$ cat src/rtl/parity_frame_ctrl.sv
// Shared serial parity checker fronted by a two-channel round-robin arbiter.
// Latency: grant one cycle after request; done/err/chan DATA_BITS+2 cycles after grant.
// Backpressure: none; the owning channel must hold req for the frame or the frame aborts.
module parity_frame_ctrl #(
    parameter int DATA_BITS = 8,
    parameter bit ODD       = 1'b0
) (
    input  logic clk,
    input  logic rst,
    input  logic req0,
    input  logic req1,
    input  logic x0,
    input  logic x1,
    output logic gnt0,
    output logic gnt1,
    output logic busy,
    output logic done,
    output logic err,
    output logic chan,
    output logic abort
);

    localparam int CW = (DATA_BITS < 2) ? 1 : $clog2(DATA_BITS + 1);
    localparam logic [CW-1:0] LAST_CNT = CW'(DATA_BITS - 1);

    typedef enum logic [1:0] {
        IDLE = 2'd0,
        DATA = 2'd1,
        PAR  = 2'd2,
        DONE = 2'd3
    } state_t;

    state_t          state, state_nxt;
    logic            owner, owner_nxt;
    logic [CW-1:0]   cnt, cnt_nxt;
    logic            par, par_nxt;
    logic            last, last_nxt;
    logic            err_nxt, chan_nxt, done_nxt, abort_nxt;
    logic            gnt0_nxt, gnt1_nxt, busy_nxt;
    logic            sel_req, sel_x;

    // Next-state, datapath and registered-output decode; every output is a flop fed from here.
    always_comb begin
        state_nxt = state;
        owner_nxt = owner;
        cnt_nxt   = cnt;
        par_nxt   = par;
        last_nxt  = last;
        err_nxt   = err;
        chan_nxt  = chan;
        done_nxt  = 1'b0;
        abort_nxt = 1'b0;
        sel_req   = owner ? req1 : req0;
        sel_x     = owner ? x1 : x0;

        case (state)
            IDLE: begin
                if (req0 || req1) begin
                    // On a tie the channel not served most recently wins.
                    owner_nxt = (req0 && req1) ? ~last : req1;
                    state_nxt = DATA;
                    cnt_nxt   = '0;
                    par_nxt   = 1'b0;
                end
            end
            DATA: begin
                if (!sel_req) begin
                    state_nxt = IDLE;
                    abort_nxt = 1'b1;
                    chan_nxt  = owner;
                    last_nxt  = owner;
                end else begin
                    par_nxt = par ^ sel_x;
                    cnt_nxt = cnt + CW'(1);
                    if (cnt == LAST_CNT) begin
                        state_nxt = PAR;
                    end
                end
            end
            PAR: begin
                if (!sel_req) begin
                    state_nxt = IDLE;
                    abort_nxt = 1'b1;
                    chan_nxt  = owner;
                    last_nxt  = owner;
                end else begin
                    // par now holds the fail flag: nonzero when total ones disagree with the mode.
                    par_nxt   = par ^ sel_x ^ ODD;
                    state_nxt = DONE;
                    last_nxt  = owner;
                end
            end
            DONE: begin
                state_nxt = IDLE;
                done_nxt  = 1'b1;
                err_nxt   = par;
                chan_nxt  = owner;
            end
            default: begin
                state_nxt = IDLE;
            end
        endcase

        // Grant is held through DATA, PAR and DONE so it drops on the same edge done rises.
        gnt0_nxt = (state_nxt != IDLE) && !owner_nxt;
        gnt1_nxt = (state_nxt != IDLE) && owner_nxt;
        busy_nxt = (state_nxt == DATA) || (state_nxt == PAR);
    end

    // State, datapath and output registers with asynchronous reset.
    always_ff @(posedge clk or posedge rst) begin
        if (rst) begin
            state <= IDLE;
            owner <= 1'b0;
            cnt   <= '0;
            par   <= 1'b0;
            last  <= 1'b1;
            gnt0  <= 1'b0;
            gnt1  <= 1'b0;
            busy  <= 1'b0;
            done  <= 1'b0;
            err   <= 1'b0;
            chan  <= 1'b0;
            abort <= 1'b0;
        end else begin
            state <= state_nxt;
            owner <= owner_nxt;
            cnt   <= cnt_nxt;
            par   <= par_nxt;
            last  <= last_nxt;
            gnt0  <= gnt0_nxt;
            gnt1  <= gnt1_nxt;
            busy  <= busy_nxt;
            done  <= done_nxt;
            err   <= err_nxt;
            chan  <= chan_nxt;
            abort <= abort_nxt;
        end
    end

endmodule

$ cat config.mk
export PLATFORM = sky130hd
export DESIGN_NAME = parity_frame_ctrl
export DESIGN_NICKNAME = d
export VERILOG_FILES = /design/src/rtl/parity_frame_ctrl.sv
export SDC_FILE = /design/constraint.sdc
export NUM_CORES = 1
export LEC_CHECK = 0
export CAP_MARGIN = 20
export CELL_PAD_IN_SITES_DETAIL_PLACEMENT = 0
export CELL_PAD_IN_SITES_GLOBAL_PLACEMENT = 2
export CORE_AREA = 2 2 54 56
export CTS_CLUSTER_DIAMETER = 60
export CTS_CLUSTER_SIZE = 30
export DETAILED_ROUTE_END_ITERATION = 16
export DIE_AREA = 0 0 56 58
export PLACE_DENSITY_LB_ADDON = 0.1
export SYNTH_ARGS = -nofsm -noshare
export SYNTH_HDL_FRONTEND = slang
export SYNTH_SLANG_ARGS = --single-unit
export TNS_END_PERCENT = 30
$ cat constraint.sdc
create_clock -name clk -period 2.9 [get_ports clk]
set_clock_uncertainty 0.05 [all_clocks]
set_input_delay 0.435 -clock clk [delete_from_list [all_inputs] [get_ports clk]]
set_output_delay 0.435 -clock clk [all_outputs]
set_load 0.005 [all_outputs]
# [Word level (Yosys, flattened, before mapping)]
# Cells that the tools add are included.
[totals] regBits=16 output_inout_bits=7 word_cells=65
[classes] n_addsub=1 n_eq_ne=11 muxes=22 bitwise_logic=2 reduce_logical=17
[op_table] cell="1-bit 2-to-1 mux" n=11
[op_table] cell="2-bit nonzero test" n=5
[op_table] cell="2-bit 2-to-1 mux" n=4
[op_table] cell="4-bit 2-to-1 mux" n=2
[op_table] cell="2-bit inequality test (second input constant)" n=4
[op_table] cell="2-bit case mux with 4 select lines" n=1
[op_table] cell="4-bit case mux with 2 select lines" n=1
[op_table] cell="2-bit == test (second input constant)" n=3
[op_table] cell="1-bit case mux with 2 select lines" n=3
[op_table] cell="3-bit AND reduction" n=2
[op_table] cell="4-bit by 1-bit adder with 4-bit output (second input constant)" n=1
[op_table] cell="2-bit by 1-bit == test with 1-bit output (second input constant)" n=2
[op_table] cell="4-bit by 3-bit == test with 1-bit output (second input constant)" n=1
[op_table] cell="2-bit AND reduction" n=2
[op_table] cell="1-bit logical AND" n=3
[op_table] cell="2-bit logical NOT" n=1
[op_table] cell="1-bit logical OR" n=2
[op_table] cell="2-bit by 1-bit inequality test with 1-bit output (second input constant)" n=1
[op_table] cell="2-bit OR reduction" n=1
[op_table] cell="1-bit logical NOT" n=1
[op_table] cell="1-bit NOT" n=1
[op_table] cell="1-bit bitwise XOR" n=1

# [Depth between registers and ports, before layout]
# Gate-level depths: netlist of the first run.
[depth] ltp_word=6 ltp_mapped=8 mapped_depth_nobuf=7

# [Worst setup path before layout of the first run]
# OpenSTA, ideal clock, no wires.
[synth_timing] path_kind="flip-flop to flip-flop" start="reg state[1]" end="reg busy" setup_ns=0.126 arrival_ns=1.708 path_slack_ns=1.016 path_stages_with_launch=8 cell_sequence="dfrtp_1 -> inv_1 -> ha_1 -> clkbuf_1 -> nor2_1 -> a2111oi_2 -> o21ai_1 -> ha_1"
[synth_via] elab_chain_len=5 word_cells_on_any_way=11 cone_classes="eq/ne (5); mux (4); reduce/logical (2)"
[synth_lines] element="from (decl)" line_no="33" rtl="state_t state, state_nxt;"
[synth_lines] element="from (signal assigned)" line_no="126" rtl="state <= state_nxt;"
[synth_lines] element="2-bit 2-to-1 mux" line_no="75" rtl="if (cnt == LAST_CNT) begin"
[synth_lines] element="2-bit 2-to-1 mux" line_no="67" rtl="if (!sel_req) begin"
[synth_lines] element="2-bit case mux with 4 select lines (*)" line_no="56" rtl="case (state)"
[synth_lines] element="2-bit by 1-bit == test with 1-bit output / 2-bit == test (equally long branches)" line_no="107" rtl="busy_nxt = (state_nxt == DATA) || (state_nxt == PAR);"
[synth_lines] element="1-bit logical OR (*)" line_no="107"
[synth_lines] element="via busy_nxt" line_no="39" rtl="logic gnt0_nxt, gnt1_nxt, busy_nxt;"
[synth_lines] element="to (signal assigned)" line_no="133" rtl="busy <= busy_nxt;"
[synth_lines] element="to (decl)" line_no="16" rtl="output logic busy,"
# The timed path passes the listed nets; every way through them passes the cells marked *.
# A chain may end at the register's enable or synchronous reset.

# [Final worst setup path of the first run]
[layout_timing] start="reg state[0]" end="reg busy"
# The elaborated chain is that of the path after synthesis.

==> results.py, run 1 <==
metrics = {
    "outcome": {
        "status": "finished, final reports clean",
    },
    "cells_and_area": {
        "final_area_mm2": 0.00105,
        "diodes": 0,
        "final_util_pct": 39.5,
        "area_growth_pct": 20.0,
        "largest_reg_flops": 4,
        "final_nets": 104,
        "regMostFlops": "cnt",
        "drive_gt1_share_pct": 12.1,
        "fillers": 268,
        "reg_top3": "cnt: 4 flops, state: 2 flops",
    },
    "logic_synthesis": {
        "synth_common_cells": "dfrtp_1 (15), inv_1 (7), ha_1 (6)",
        "synth_cell_types": 36,
        "yosys.cell_count.top_type": "dfrtp_1",
        "synth_flop_cell": "dfrtp_1",
        "ys_seq_area_share_pct": 45.8,
        "synthCells": 78,
        "ys_ff_latch": 16,
        "synth.cell_area_um2": 877,
        "yosys.area.top_type": "dfrtp_1",
        "synth_edf_count": 0,
        "postSynth.asyncResetShare_pct": 100,
        "netlist_top_cells_area": "dfrtp_1 (43%), ha_1 (8.6%), mux2i_1 (5.7%)",
        "synthesis.nets": 90,
        "yosys_warnings": 0,
        "synth_top_area_share_pct": 42.8,
        "avgSynthCellArea_um2": 11.2,
    },
    "global_route": {
        "grt_overflow": 0,
        "grt_max_degree": 17,
        "antenna_found_initial": 0,
        "grt_pass1_vias": 637,
        "grt_util_all_layers_pct": 12.4,
        "grt_pass1_wl_um": 3110,
    },
    "setup_path": {
        "crit_path_end_kind": "flop",
        "cp.required_ns": 3.03,
        "arrival_ns": 2.19,
        "path_class": "reg -> reg",
        "worstPathMaxFanout": 11,
        "critPathLaunchType": "flop",
        "crit_path_start": "state[0]",
        "rr_startpoint": "state[0]",
    },
    "sta": {
        "rsz0062_at_grt": "no",
        "relSlewSlack_pct": 57.4,
        "worstMarginPinSlew_ns": 0.638,
        "drv_slew": 0,
        "worst_slack_ns": 0.835,
        "hold_viol_final": 0,
        "finalCriticalPeriod_ns": 2.07,
        "setup_violations": 0,
        "fmax_ghz": 0.484,
        "timing.setup.tns_ns": 0,
        "fin_crit_sh_pct": 71.2,
    },
    "flow_run": {
        "maxCapViolations": 0,
    },
    "min_path": {
        "worstHoldStart": "chan",
        "min_path_type": "reg -> reg",
    },
    "placed_design": {
        "place_congestion": 0.693,
        "place_area_mm2": 0.00102,
        "io_buffer_count": 12,
        "hpwlAfterDp_um": 1280,
        "dp_worst_setup_slack_ns": 0.666,
    },
    "die": {
        "die_w_um": 56,
        "core_area_mm2": 0.00266,
        "num_rows": 19,
        "die_h_um": 58,
        "die_area_mm2": 0.00325,
        "start_util_pct": 32.9,
        "top_level_ports": 13,
    },
    "clocking": {
        "cts_resized": 0,
        "clk_pin_slew_ns": 0.09,
        "numCtsBuffers": 3,
        "post_cts_buffers": 0,
        "clockBufferDepth": 2,
        "hold_buffers": 0,
        "worstSkewPairLatency_ns": 0.29,
        "htreeDepth": 1,
        "clock-sinks": 16,
        "clockRootBuffer": "clkbuf_4",
        "cts_tree": "built",
    },
    "pwr": {
        "power.density_mw_per_mm2": 881,
        "p_leak_nw": 0.446,
        "peakVddDrop_mv": 0.440,
    },
    "drt": {
        "drtAntennaViolNets": 0,
        "vias_per_cell": 5.03,
        "vias": 614,
        "wl_per_cell_um": 14.0,
        "wl_um": 1710,
        "drtPass1Iterations": 3,
        "drtIter0Drc": 9,
        "drcViolationCount": 0,
    },
}
-- layer usage --
metal,vias to the layer above,wire [um],global-route usage [%]
li1,315,-,-
met1,287,825,16.4
met2,10,781,18.8
met3,2,87,5.13
met4,0,12,3.06
met5,-,0,0
-- where the power goes --
| group | total (mW) | leakage, nW | switching, mW | internal [mW] |
|---|---|---|---|---|
| Sequential | 0.367 | 0.204 | 0.0614 | 0.305 |
| Combinational | 0.411 | 0.221 | 0.197 | 0.215 |
| Clock | 0.149 | 0.0210 | 0.0722 | 0.0764 |
-- critical path: stages (launching register included) --
cell and delay, ns:
dfrtp_1 0.44, inv_1 0.10, ha_1 0.40, or3b_1 0.43, o31ai_1 0.11, o21ai_1 0.13
ha_1 0.30
-- final cells by class --
| class | count | area, um^2 | share of cell area, % |
|---|---|---|---|
| flip-flops and latches | 16 | 402 | 38.2 |
| repair buffers | 12 | 120 | 11.4 |
| multi-input cells | 52 | 429 | 40.8 |
| clock buffers | 4 | 36.3 | 3.45 |
| inverters | 7 | 26.3 | 2.50 |
| well taps | 31 | 38.8 | 3.69 |
-- kinds of logic (layout without fill, tap and decap cells) --
logic type,after synthesis,in the layout,synth area share [%]
AOI/OAI and AO/OA,22,22,19.0
DFF,16,16,45.8
and+or+nand+nor,15,15,10.3
buffers and inverters,10,23,5.28
muxes,9,9,11.1
adders and majority gates,6,6,8.56
-- final timing paths --
check / to / slack, ns / cells after the start
min in group asynchronous: cnt[0] / 0.47 / 2
max in group asynchronous: state[1] / 1.92 / 2
max reg2reg: busy / 0.83 / 6
min reg2reg: chan / 0.45 / 1
min: chan / 0.45 / 1
max: busy / 0.83 / 6
-- metrics by stage --
stage	hold WS (ns)	total power, mW	std cells
2_1_floorplan	0.298	0.648	78
3_3_place_gp	0.425	0.787	118
3_5_place_dp	0.444	0.787	118
4_1_cts	0.468	0.945	122
5_1_grt	0.503	1.02	122
6_report	0.454	0.927	122
-- cell usage in the layout, fill, tap and decap left out, types with 3 or more instances in the layout --
cell type,synthesis,routed
inv_1,7,7
nor2_1,3,3
mux2i_1,5,5
nand2b_1,3,3
o21ai_0,4,4
ha_1,6,6
clkbuf_4,0,3
dfrtp_1,15,15
clkdlybuf4s50_1,0,12
Note: power is estimated with default switching activity, not from simulation.
==> run 2, diff against run 1 <==
==> constraint.sdc (replaced) <==
create_clock -name clk -period 2 [get_ports clk]
set_clock_uncertainty 0.05 [all_clocks]
set_input_delay 0.3 -clock clk [delete_from_list [all_inputs] [get_ports clk]]
set_output_delay 0.3 -clock clk [all_outputs]
set_load 0.005 [all_outputs]
==> results.py, run 2 (synthesis results as in run 1) <==
metrics = {
    "clocking": {
        "clock-sinks": 16,
        "clockBufferDepth": 2,
        "numCtsBuffers": 3,
        "htreeDepth": 1,
        "hold_buffers": 0,
        "clk_pin_slew_ns": 0.10,
        "cts_resized": 0,
        "clockRootBuffer": "clkbuf_4",
        "worstSkewPairLatency_ns": 0.28,
        "post_cts_buffers": 0,
        "cts_tree": "built",
    },
    "sta": {
        "relSlewSlack_pct": 59.4,
        "setup_violations": 0,
        "worstMarginPinSlew_ns": 0.608,
        "fin_crit_sh_pct": 92.0,
        "hold_ws_ns": 0.326,
        "timing.setup.tns_ns": 0,
        "fmax_ghz": 0.543,
        "rsz0062_at_grt": "no",
        "finalCriticalPeriod_ns": 1.84,
        "drv_slew": 0,
        "worst_slack_ns": 0.159,
        "hold_viol_final": 0,
    },
    "pwr": {
        "peakVddDrop_mv": 0.598,
        "power.density_mw_per_mm2": 1260,
        "p_leak_nw": 0.484,
    },
    "global_route": {
        "antenna_found_initial": 0,
        "grt_max_degree": 17,
        "grt_pass1_vias": 665,
        "grt_overflow": 0,
        "grt_pass1_wl_um": 3040,
        "grt_util_all_layers_pct": 12.1,
    },
    "cells_and_area": {
        "drive_gt1_share_pct": 19.2,
        "final_util_pct": 41.8,
        "regMostFlops": "cnt",
        "final_common_cell": "dfrtp_1",
        "final_nets": 112,
        "final_area_mm2": 0.00111,
        "largest_reg_flops": 4,
        "area_growth_pct": 26.8,
        "reg_top3": "cnt: 4 flops, state: 2 flops",
        "fillers": 266,
        "diodes": 0,
        "final_cell_mix": "dfrtp_1 (15), clkdlybuf4s50_1 (12), buf_4 (8)",
    },
    "die": {
        "die_area_mm2": 0.00325,
        "top_level_ports": 13,
        "core_area_mm2": 0.00266,
        "die_w_um": 56,
        "start_util_pct": 32.9,
        "num_rows": 19,
        "die_h_um": 58,
    },
    "setup_path": {
        "r2r_cells": 6,
        "r2r_slack_ns": 0.16,
        "critPathLaunchType": "flop",
        "rr_endpoint": "busy",
        "path_class": "reg -> reg",
        "worstPathMaxFanout": 7,
        "arrival_ns": 1.96,
        "rr_startpoint": "state[0]",
        "cp.required_ns": 2.12,
        "crit_path_end_kind": "flop",
    },
    "drt": {
        "drcViolationCount": 0,
        "vias": 650,
        "drtPass1Iterations": 4,
        "drtAntennaViolNets": 0,
        "vias_per_cell": 5.00,
        "wl_um": 1670,
        "wl_per_cell_um": 12.8,
        "drtIter0Drc": 14,
    },
    "placed_design": {
        "place_congestion": 0.742,
        "place_area_mm2": 0.00108,
        "dp_worst_setup_slack_ns": 0.0553,
        "hpwlAfterDp_um": 1310,
        "io_buffer_count": 12,
    },
    "outcome": {
        "status": "finished, final reports clean",
    },
    "min_path": {
        "min_path_type": "in -> async",
    },
    "flow_run": {
        "maxCapViolations": 0,
    },
}
[run 2: changes by cell type in the layout (fill, tap and decap cells not counted), sizes merged]
cell,change
buf,+8
[run 2: final cells by class]
type	count	area [um^2]	area share, %
multi-input combinational	52	429	38.6
sequential	16	402	36.1
timing repair buffer	20	180	16.2
tap	31	38.8	3.49
clock buffer	4	36.3	3.26
inverter	7	26.3	2.36
[run 2: worst max-delay path, cell delays in order, from the launching register on]
cell,delay [ns]
dfrtp_1,0.46
inv_1,0.10
ha_1,0.23
buf_4,0.16
a2111oi_2,0.32
o21ai_1,0.11
ha_1,0.30
[run 2: power breakdown]
part,switching [mW],internal (mW)
logic,0.286,0.359
registers,0.0948,0.443
clock network,0.105,0.111
[run 2: worst max-delay path by stage]
stage / from / slack (ns) / end
final: state[0] / 0.16 / busy
after global routing: state[0] / 0.009 / gnt0
after CTS: state[0] / 0.15 / busy
after detailed placement: req1 / 0.06 / busy
after global placement: req0 / 0.08 / busy
after floorplan: state[1] / 0.12 / busy
[run 2: per-layer routing]
metal | routed length (um) | vias to the layer above | part of all wire [%] | track usage (%)
li1 | - | 326 | - | -
met5 | 0 | - | 0 | 0
met2 | 811 | 9 | 49 | 19.5
met1 | 783 | 313 | 47 | 15.3
met4 | 15 | 0 | 0.90 | 4.08
met3 | 57 | 2 | 3.4 | 4.46
[run 2: metrics by stage]
stage / cells / power [mW]
final: 130 / 1.40
after global routing: 130 / 1.53
after CTS: 130 / 1.42
after detailed placement: 126 / 1.20
after global placement: 126 / 1.20
after floorplan: 78 / 0.939
==> run 3, diff against run 2 <==
--- a/config.mk
+++ b/config.mk
@@ -5,6 +5,7 @@
 export SDC_FILE = /design/constraint.sdc
 export NUM_CORES = 1
 export LEC_CHECK = 0
+export ABC_CLOCK_PERIOD_IN_PS = 2000
 export CAP_MARGIN = 20
 export CELL_PAD_IN_SITES_DETAIL_PLACEMENT = 0
 export CELL_PAD_IN_SITES_GLOBAL_PLACEMENT = 2
==> results of run 3 <==
Same layout as run 2: the final DEF is identical, and so are final timing and power.
==> RTL change (config.mk and constraints of run 2) <==
Change the parameter `ODD` from 1'b0 to 1'b1.
--- a/src/rtl/parity_frame_ctrl.sv
+++ b/src/rtl/parity_frame_ctrl.sv
@@ -5,3 +5,3 @@
     parameter int DATA_BITS = 8,
-    parameter bit ODD       = 1'b0
+    parameter bit ODD       = 1'b1
 ) (
Check against the original RTL: no difference found for any inputs over 10 cycles, from zero or initial values and one cycle with rst high; that may be too few to reach the edited logic, so the function may still have changed.
==> RTL change against run 2 <==
- utilization grew 0.70 points
- sequential share of layout area shrank 0.60 points
- synthesized cell count grew 13%
- design area grew 1.7%
- routed wire length grew 20%
- non-clock buffer count shrank 3
- power grew 3.8%
- final cell count grew 5.4%
- sequential cell count is the same
- die area is the same
- synthesized area grew 4.3%
- worst setup slack gained 0.033 ns
==> RTL change: results (changes against run 2) <==
[sta]
tightest_slew_ns = 0.644  ; +0.0361 ns
hold_ws_ns = 0.336  ; +0.0106 ns
period_minus_slack_ns = 1.81  ; -0.0335 ns

[synth]
synth.mux.area_fraction = 0.0739  ; -0.0374
synthTopCellsByArea = dfrtp_1 (41%), ha_1 (9.6%), mux2_2 (3.7%), dfstp_2 (2.9%), a22o_1 (2.9%)
synth-adder-area-share = 0.0958  ; +0.0102
synth_nets = 101  ; +12%
synth-compound-area-share = 0.172  ; -0.0174
syn_avg_cell_area_sq_um = 10.4  ; -7.6%
ys_top_cells_by_count = dfrtp_1 (15), ha_1 (7), nor2_1 (6), a21oi_1 (5)
ys_seq_area_frac = 0.439  ; -0.0188
async_reset_ff_frac = 1.00  ; unchanged

[layout]
antenna_cells = 0  ; unchanged
num-nets-final = 120  ; +7.1%
fillers = 278  ; +4.5%
synthToLayoutAreaGrowth_pct = 23.7
final_cells = 137  ; +5.4%
reg_top3 = cnt (4), state (2)
layout-drive-gt1-share = 0.151  ; -0.0410

[clock_tree]
cts_setup_buffers = 0  ; unchanged

[run_status]
status = finished clean

[detailed_routing]
wl_per_cell_um = 14.6  ; +14%
drt-initial-drc-count = 15  ; +1
routed_via_density = 5.27  ; +5.4%
dr.pass1.iters = 5  ; +1
antenna_left = 0  ; unchanged

[grt]
grt_usage = 0.145  ; +0.0237
grt_pass1_wl_mm = 3.62  ; +19%
grt_pass1_vias = 751  ; +13%

[power]
p_leak_nw = 0.514  ; +6.3%
clockPowerShare = 0.152  ; -0.002
ir_drop_mv = 0.690  ; +15%
p_seq_w = 0.000563  ; +4.8%
powerClk_w = 0.000220  ; +2%
power.switching_w = 0.000524  ; +7.9%

[critical_path]
crit_slowest_cell = or4_1
r2r_setup_slack_ns = 0.19  ; +0.03 ns

[placed_design]
dp_cells = 133  ; +5.6%
place.gp.congestion = 0.720  ; -2.9%
dpl_cell_area_sq_um = 1090  ; +1.3%

## RTL change: cell types whose count changed after synthesis, moves of 3 or more
cell     delta
a21oi_1     +3
nor2_1      +3
a22o_1      +3
mux2i_1     -3
inv_1       -3
o21ai_0     -3
nand2_1     +3
nor3_1      +3
## RTL change: final timing paths
check | depth (start not counted) | startpoint | endpoint
max | 5 | state[0] | par
min | 2 | rst | owner
max reg2reg | 5 | state[0] | par
min reg2reg | 1 | err | err
max in group asynchronous | 2 | rst | cnt[3]
min in group clk | 1 | err | err
## RTL change: routing by layer
metal | vias up | global-route usage | wire (um)
li1 | 357 | - | -
met1 | 344 | 0.189 | 956
met3 | 5 | 0.0290 | 85
met5 | - | 0 | 0
met4 | 0 | 0.0612 | 42
met2 | 16 | 0.237 | 920
## RTL change: cells by family after synthesis
family	count (synthesis)
AO/OA/AOI/OAI	22
flip-flops	16
buffers and inverters	7
multiplexers	6
AND/OR/NAND/NOR	30
adder cells (fa/ha/maj)	7
## RTL change: area by class of cell
class / count / share of cell area
Multi-Input combinational cell: 65 / 0.426
Inverter: 4 / 0.0133
Tap cell: 31 / 0.0343
Timing Repair Buffer: 17 / 0.139
Sequential cell: 16 / 0.355
Clock buffer: 4 / 0.0321
## RTL change: worst max-delay path: cells and delay by family, from the launching register on
kind | cells | cell delay, ns
buffers and inverters | 1 | 0.11
AND/OR/NAND/NOR | 2 | 0.68
flip-flops | 1 | 0.45
adder cells (fa/ha/maj) | 1 | 0.30
AO/OA/AOI/OAI | 1 | 0.13
